===== src/rtl/lcd_timing_sequencer.sv =====
// lcd_timing_sequencer: 480x272 LCD raster timing with warm-up/run/drain sequencing of the pixel stage
module lcd_timing_sequencer #(
  parameter int H_ACTIVE      = 480,
  parameter int H_FRONT       = 2,
  parameter int H_SYNC        = 41,
  parameter int H_BACK        = 2,
  parameter int V_ACTIVE      = 272,
  parameter int V_FRONT       = 2,
  parameter int V_SYNC        = 10,
  parameter int V_BACK        = 2,
  parameter int WARMUP_FRAMES = 2
) (
  input  logic       clk9MHz,
  input  logic       rst_n,
  input  logic       enable,
  output logic [9:0] vgaCount,
  output logic [8:0] lineCount,
  output logic       hsync_n,
  output logic       vsync_n,
  output logic       dataEnable,
  output logic       start,
  output logic       frameStart,
  output logic [1:0] state
);
  localparam int H_TOTAL = H_ACTIVE + H_FRONT + H_SYNC + H_BACK;
  localparam int V_TOTAL = V_ACTIVE + V_FRONT + V_SYNC + V_BACK;
  localparam logic [9:0] H_LAST = 10'(H_TOTAL - 1);
  localparam logic [9:0] H_VIS  = 10'(H_ACTIVE);
  localparam logic [9:0] HS_BEG = 10'(H_ACTIVE + H_FRONT);
  localparam logic [9:0] HS_END = 10'(H_ACTIVE + H_FRONT + H_SYNC);
  localparam logic [8:0] V_LAST = 9'(V_TOTAL - 1);
  localparam logic [8:0] V_VIS  = 9'(V_ACTIVE);
  localparam logic [8:0] VS_BEG = 9'(V_ACTIVE + V_FRONT);
  localparam logic [8:0] VS_END = 9'(V_ACTIVE + V_FRONT + V_SYNC);
  localparam logic [3:0] WU_LAST = 4'(WARMUP_FRAMES - 1);

  typedef enum logic [1:0] {IDLE, WARMUP, RUN, DRAIN} st_t;

  st_t        st, ns;
  logic [9:0] nv;
  logic [8:0] nl;
  logic [3:0] fc;
  logic       h_end, fe, clr, act;

  assign state = st;

  // next state and next counter values; outputs are decoded from these so they stay coherent
  always_comb begin
    h_end = vgaCount == H_LAST;
    fe    = h_end && lineCount == V_LAST;
    ns    = st == IDLE   ? (enable ? WARMUP : IDLE)
          : st == WARMUP ? (!enable ? IDLE : (fe && fc == WU_LAST) ? RUN : WARMUP)
          : st == RUN    ? (enable ? RUN : DRAIN)
          : (enable ? RUN : fe ? IDLE : DRAIN);
    clr   = st == IDLE || ns == IDLE;
    act   = ns == RUN || ns == DRAIN;
    nv    = (clr || h_end) ? '0 : vgaCount + 10'd1;
    nl    = (clr || fe) ? '0 : h_end ? lineCount + 9'd1 : lineCount;
  end

  // registered state, counters, decodes and warm-up frame count
  always_ff @(posedge clk9MHz or negedge rst_n) begin
    if (!rst_n) begin
      st         <= IDLE;
      vgaCount   <= '0;
      lineCount  <= '0;
      hsync_n    <= 1'b1;
      vsync_n    <= 1'b1;
      dataEnable <= 1'b0;
      start      <= 1'b0;
      frameStart <= 1'b0;
      fc         <= '0;
    end else begin
      st         <= ns;
      vgaCount   <= nv;
      lineCount  <= nl;
      hsync_n    <= !(nv >= HS_BEG && nv < HS_END);
      vsync_n    <= !(nl >= VS_BEG && nl < VS_END);
      dataEnable <= act && nv < H_VIS && nl < V_VIS;
      start      <= act;
      frameStart <= ns != IDLE && nv == '0 && nl == '0;
      fc         <= ns != WARMUP ? '0 : (st == WARMUP && fe) ? fc + 4'd1 : fc;
    end
  end
endmodule


===== config.mk =====
export PLATFORM = sky130hd
export DESIGN_NAME = lcd_timing_sequencer
export DESIGN_NICKNAME = d
export VERILOG_FILES = /design/src/rtl/lcd_timing_sequencer.sv
export SDC_FILE = /design/constraint.sdc
export NUM_CORES = 1
export LEC_CHECK = 0
export BUFFER_PORTS_ARGS = -buffer_cell sky130_fd_sc_hd__buf_2
export CORE_ASPECT_RATIO = 2
export CORE_MARGIN = 2
export CORE_UTILIZATION = 51
export CTS_CLUSTER_SIZE = 12
export DETAILED_ROUTE_END_ITERATION = 6
export PLACE_DENSITY = 0.75
export SLEW_MARGIN = 20
export SYNTH_ARGS = -nofsm -noshare
export SYNTH_HDL_FRONTEND = slang
export SYNTH_SLANG_ARGS = --single-unit

===== constraint.sdc =====
create_clock -name clk9MHz -period 2.2 [get_ports clk9MHz]
set_input_delay 0.22 -clock clk9MHz [delete_from_list [all_inputs] [get_ports clk9MHz]]
set_output_delay 0.22 -clock clk9MHz [all_outputs]
set_load 0.02 [all_outputs]

== Word level (Yosys, flattened, before mapping) ==
Index checks and enable logic that the tools add are counted.
Word-level totals
  flip-flop bits (word level): 30
  output and inout port bits: 26
  word-level logic and storage cells: 61
Operators by class
  $add $sub $neg: 3
  order comparisons: 6
  equal/unequal tests: 8
  multiplexer cells: 14
  reductions and logical operators: 21
Operators by type and width (number)
  $lt A9 B9 Y1 const B: 2
  $mux W9: 2
  $mux W2: 7
  $add A10 B1 Y10 const B: 1
  $eq A10 B10 Y1 const B: 1
  $ge A10 B9 Y1 const B: 1
  $logic_not A10 Y1: 1
  $lt A10 B10 Y1 const B: 1
  $lt A10 B9 Y1 const B: 1
  $mux W10: 1
  $add A9 B1 Y9 const B: 1
  $eq A9 B9 Y1 const B: 1
  $ge A9 B9 Y1 const B: 1
  $logic_and A1 B1 Y1: 9
  $logic_not A9 Y1: 1
  $mux W4: 2
  $eq A2 B2 Y1 const B: 3
  $add A4 B1 Y4 const B: 1
  $eq A4 B1 Y1 const B: 1
  $logic_not A2 Y1: 2
  $logic_or A1 B1 Y1: 4
  $reduce_bool A2 Y1: 2
  $eq A2 B1 Y1 const B: 1
  $logic_not A1 Y1: 2
  2 further kinds: 3

== Logic depth before layout (Yosys ltp) ==
  depth in word-level cells: 14
  mapped depth: 10
  depth with buffers taken out: 8

== Worst setup path after synthesis ==
No wires, ideal clock.
  path type: reg-to-reg
  start point: reg vgaCount[0]
  end point: reg vsync_n
  setup time: 0.094 ns
  arrival: 2.359 ns
  setup slack: -0.253 ns
  stages on the path, launching flop included: 11
  path through: dfrtp_1 -> clkbuf_1 -> inv_1 -> ha_1 -> nand4bb_2 -> or3_1 -> buf_6 -> nor3_4 -> xnor2_1 -> nor2_4 -> or4b_1
On the way
  longest elaborated chain between the ends: 14
  elaborated cells between the ends (all ways): 19
  classes of those cells: order compare (2); eq/ne (1); mux (9); reduce/logical (7)
RTL lines
  start, declared: line 16  | output logic [9:0] vgaCount,
  start signal, assigned: line 75  | vgaCount <= nv;
  $eq A10 B10 Y1 (*): line 49  | h_end = vgaCount == H_LAST;
  $logic_and A1 B1 Y1: line 50  | fe = h_end && lineCount == V_LAST;
  $mux W2 or $logic_and A1 B1 Y1 (tied branches): line 54, 52
  $mux W2, on equally long branches: line 54, 52
  $mux W2, on equally long branches: line 53, 52
  $mux W2: line 52  | : st == WARMUP ? (!enable ? IDLE : (fe && fc == WU_LAST) ? RUN : WARMUP)
  $mux W2: line 51  | ns = st == IDLE ? (enable ? WARMUP : IDLE)
  $logic_not A2 Y1: line 55  | clr = st == IDLE || ns == IDLE;
  $logic_or A1 B1 Y1: line 55
  $logic_or A1 B1 Y1: line 58  | nl = (clr || fe) ? '0 : h_end ? lineCount + 9'd1 : lineCount;
  $mux W9 (*): line 58
  net nl[8]: line 41  | logic [8:0] nl;
  $ge A9 B9 Y1 or $lt A9 B9 Y1 (tied branches): line 78  | vsync_n <= !(nl >= VS_BEG && nl < VS_END);
  $logic_and A1 B1 Y1 (*): line 78
  $logic_not A1 Y1 (*): line 78
  end signal, assigned: line 78
  end, declared: line 19  | output logic vsync_n,
The timed path passes the listed nets; every way through them passes the cells marked *.
A chain may end at the register's enable or synchronous reset.

== Final worst setup path ==
  start point: reg vgaCount[6]
  end point: reg vsync_n
Same word-level chain as after synthesis.

==> impl_metrics.env <==
export IMPL_cts_tree="built"
export IMPL_fmax_mhz=456
export IMPL_htreeDepth=2
export IMPL_reg2regPathDepth=6
export IMPL_finalNonFillerCells=331
export IMPL_critPathRequiredTime_ps=2400
export IMPL_synthMuxAreaShare=0.0101
export IMPL_grt_pass1_wl_um=8190
export IMPL_coreArea_um2=3760
export IMPL_clk_path_buf_depth=2
export IMPL_numPortBuffers=28
export IMPL_maxSlewHeadroom=0.542
export IMPL_clock_sinks=30
export IMPL_wirelength_um=5090
export IMPL_grt_start_max_net_pins=31
export IMPL_powerDensity_nw_per_um2=419
export IMPL_area_growth_pct=25.0
export IMPL_diodes=0
export IMPL_dp_hpwl_um=3470
export IMPL_ir_worst_vdd_mv=0.411
export IMPL_fin_skew_ps=6.52
export IMPL_postSynthAreaPerCell_um2=8.58
export IMPL_violations="hold timing"
export IMPL_r2r_end="vsync_n$_DFF_PN1_"
export IMPL_finalCritPeriodShare=0.997
export IMPL_die_area_um2=4410
export IMPL_path_class="reg2reg"
export IMPL_tns_ps=0
export IMPL_maxCapViolCount=0
export IMPL_die_w_um=48.0
export IMPL_ys_types=47
export IMPL_clk_latency_ps=280
export IMPL_drtAntennaViolNets=0
export IMPL_path_max_fanout=5
export IMPL_synth_cells=230
export IMPL_gr_total_overflow=0
export IMPL_yosysWarnings=0
export IMPL_synth_simple_gate_area_frac=0.285
export IMPL_r2r_slack_ps=6
export IMPL_routed_via_density=5.78
export IMPL_critPathLaunchType="register"
export IMPL_finalMaxSlewViolations=0
export IMPL_track_usage=0.255
export IMPL_synth_seq_area_share=0.382
export IMPL_dp_slack_ps=-16.5
export IMPL_dp_cells=321
export IMPL_synth_adder_area_share=0.0380
export IMPL_utilization=0.656
export IMPL_layout_nets=288
export IMPL_drive_above_1_share=0.307
export IMPL_endpoint_kind="register"
export IMPL_cts_root_buf="clkbuf_8"
export IMPL_rsz0062_at_grt="yes"
export IMPL_cts_buffers=5
export IMPL_grt_pass1_vias=1813
export IMPL_synth_xor_area_frac=0.0755
export IMPL_synth_compound_area_frac=0.136
export IMPL_synth_seq_cells=30
export IMPL_tightestPinTransition_ps=686
export IMPL_finalSetupViolations=0
export IMPL_dr_pass1_iters=4
export IMPL_stdcell_area_um2=2470
export IMPL_rows=32
export IMPL_synth_top_family_by_area="simple AND/OR/NAND/NOR gates"
export IMPL_timing_hold_ws_ps=-15.9
export IMPL_antenna_found_initial=0
export IMPL_status="complete, but fails checks"
export IMPL_period_needed_ps=2190
export IMPL_leakage_nw=1.10
export IMPL_avgRoutedWirePerCell_um=15.4
export IMPL_hold_path_class="in2async"
export IMPL_routabilityCongestion=0.884
export IMPL_vias=1914
export IMPL_finalHoldViolations=28
export IMPL_drt_iter0_markers=78
export IMPL_die_h_um=92.0
export IMPL_initial_utilization=0.524
export IMPL_syn_cell_area_um2=1970
export IMPL_placed_cell_area_um2=2300
export IMPL_worstPathArrival_ps=2390
export IMPL_ioPinCount=29
export IMPL_setup_slack_ps=5.53
export IMPL_path_clk_slew_ps=60
export IMPL_syn_nets=239
export IMPL_drc=0
export IMPL_r2r_start="vgaCount[6]$_DFF_PN0_"
layout make-up:
type	instances	area, µm²
Tap cell	51	63.8
Multi-Input combinational cell	174	1160
Inverter	10	37.5
Fill cell	348	1300
Clock buffer	8	80.1
Sequential cell	30	757
Timing Repair Buffer	58	365
state kept, by name (all words and copies together) (netlist names):
register	flops
fc	4
state	2
frameStart	1
dataEnable	1
hsync_n	1
vgaCount	10
lineCount	9
vsync_n	1
start	1
cell usage in the layout, fill, tap and decap left out, drive strengths merged, types with 2 or more instances in the layout:
master	n
a21oi	12
ha	6
nor4	3
nand3	13
nand4	6
xnor2	11
buf	58
nand2	15
and4	2
o211ai	2
nor2	35
nor3b	3
o22ai	2
dfstp	2
nand3b	3
a31oi	2
a211oi	3
clkbuf	8
or3	4
dfrtp	28
nor3	9
nand2b	3
or2	2
xor2	6
o21ai	12
mux2i	2
and3	5
inv	10
per-stage QoR:
step	total power (W)	hold slack (ps)
after global routing	0.00108	48.4
after floorplan	0.000599	-75.6
after CTS	0.00104	5.09
final	0.00103	-15.9
after global placement	0.000623	295
after detailed placement	0.000624	303
power breakdown:
| group | switching, W | total, W | internal [W] |
|---|---|---|---|
| clock network | 0.000192 | 0.000416 | 0.000224 |
| registers | 0.00000354 | 0.000560 | 0.000556 |
| logic | 0.0000405 | 0.0000588 | 0.0000183 |
cells in the mapped netlist (all sizes together):
cell / instances / area, µm²
nand2b: 3 / 18.8
o2bb2ai: 1 / 8.76
nand4bb: 1 / 16.3
xnor2: 11 / 96.3
nand3b: 3 / 22.5
nor3b: 3 / 22.5
and4: 2 / 17.5
clkbuf: 9 / 35.0
a21oi: 12 / 60.1
mux2i: 2 / 20.0
a41oi: 1 / 8.76
nand2: 15 / 56.3
o311ai: 1 / 8.76
o22ai: 2 / 12.5
ha: 6 / 75.1
buf: 7 / 72.6
a211oi: 3 / 22.5
inv: 10 / 37.5
o21ai: 12 / 60.1
xor2: 6 / 52.6
a22oi: 1 / 7.51
nand3: 13 / 65.1
o221ai: 1 / 8.76
and3: 5 / 31.3
nor3: 9 / 56.3
a2111o: 1 / 11.3
o31ai: 1 / 7.51
o211ai: 2 / 15.0
nor2b: 1 / 6.26
a21o: 1 / 7.51
dfrtp: 28 / 701
nor4: 3 / 18.8
a211o: 1 / 8.76
dfstp: 2 / 52.6
or4b: 1 / 10.0
or3: 4 / 31.3
a2111oi: 1 / 8.76
or2: 2 / 12.5
nand4: 6 / 37.5
nor2: 35 / 139
a31oi: 2 / 12.5
worst max-delay path, cell delays in order, from the launching register on:
cell and delay [ps]:
dfrtp_2 400, or3_4 440, or3_4 380, nor3_4 200, xnor2_2 110, nor2_4 130
or4b_4 460
logic make-up after synthesis:
kind of cell	after synthesis
AO/OA/AOI/OAI	43
XOR/XNOR	17
adder cells (fa/ha/maj)	6
buffers and inverters	26
flip-flops	30
multiplexers	2
AND/OR/NAND/NOR	106
routing by layer:
metal	global-route usage	routed length, µm	vias up
li1	-	-	902
met3	0.0512	301	10
met1	0.320	1960	917
met4	0.0968	102	0
met2	0.409	2730	85
met5	0	0	-
how the worst max path moves through the flow:
stage | slack, ps | cells past startpoint | start | to
finish | 6 | 6 | vgaCount[6]$_DFF_PN0_ | vsync_n$_DFF_PN1_
global route | -70 | 8 | vgaCount[1]$_DFF_PN0_ | vsync_n$_DFF_PN1_
CTS | 5 | 7 | vgaCount[5]$_DFF_PN0_ | vsync_n$_DFF_PN1_
detailed placement | -20 | 7 | vgaCount[0]$_DFF_PN0_ | vsync_n$_DFF_PN1_
global placement | 50 | 6 | vgaCount[5]$_DFF_PN0_ | vsync_n$_DFF_PN1_
floorplan | -160 | 8 | vgaCount[5]$_DFF_PN0_ | vsync_n$_DFF_PN1_
repair_timing:
action | in CTS | in global routing
setup endpoints to repair | 3 | 4
pin swaps | 1 | 7
setup buffers | 1 | 1
hold buffers | 0 | 0
resized for setup | 3 | 10
(Power assumes the default switching activity.)
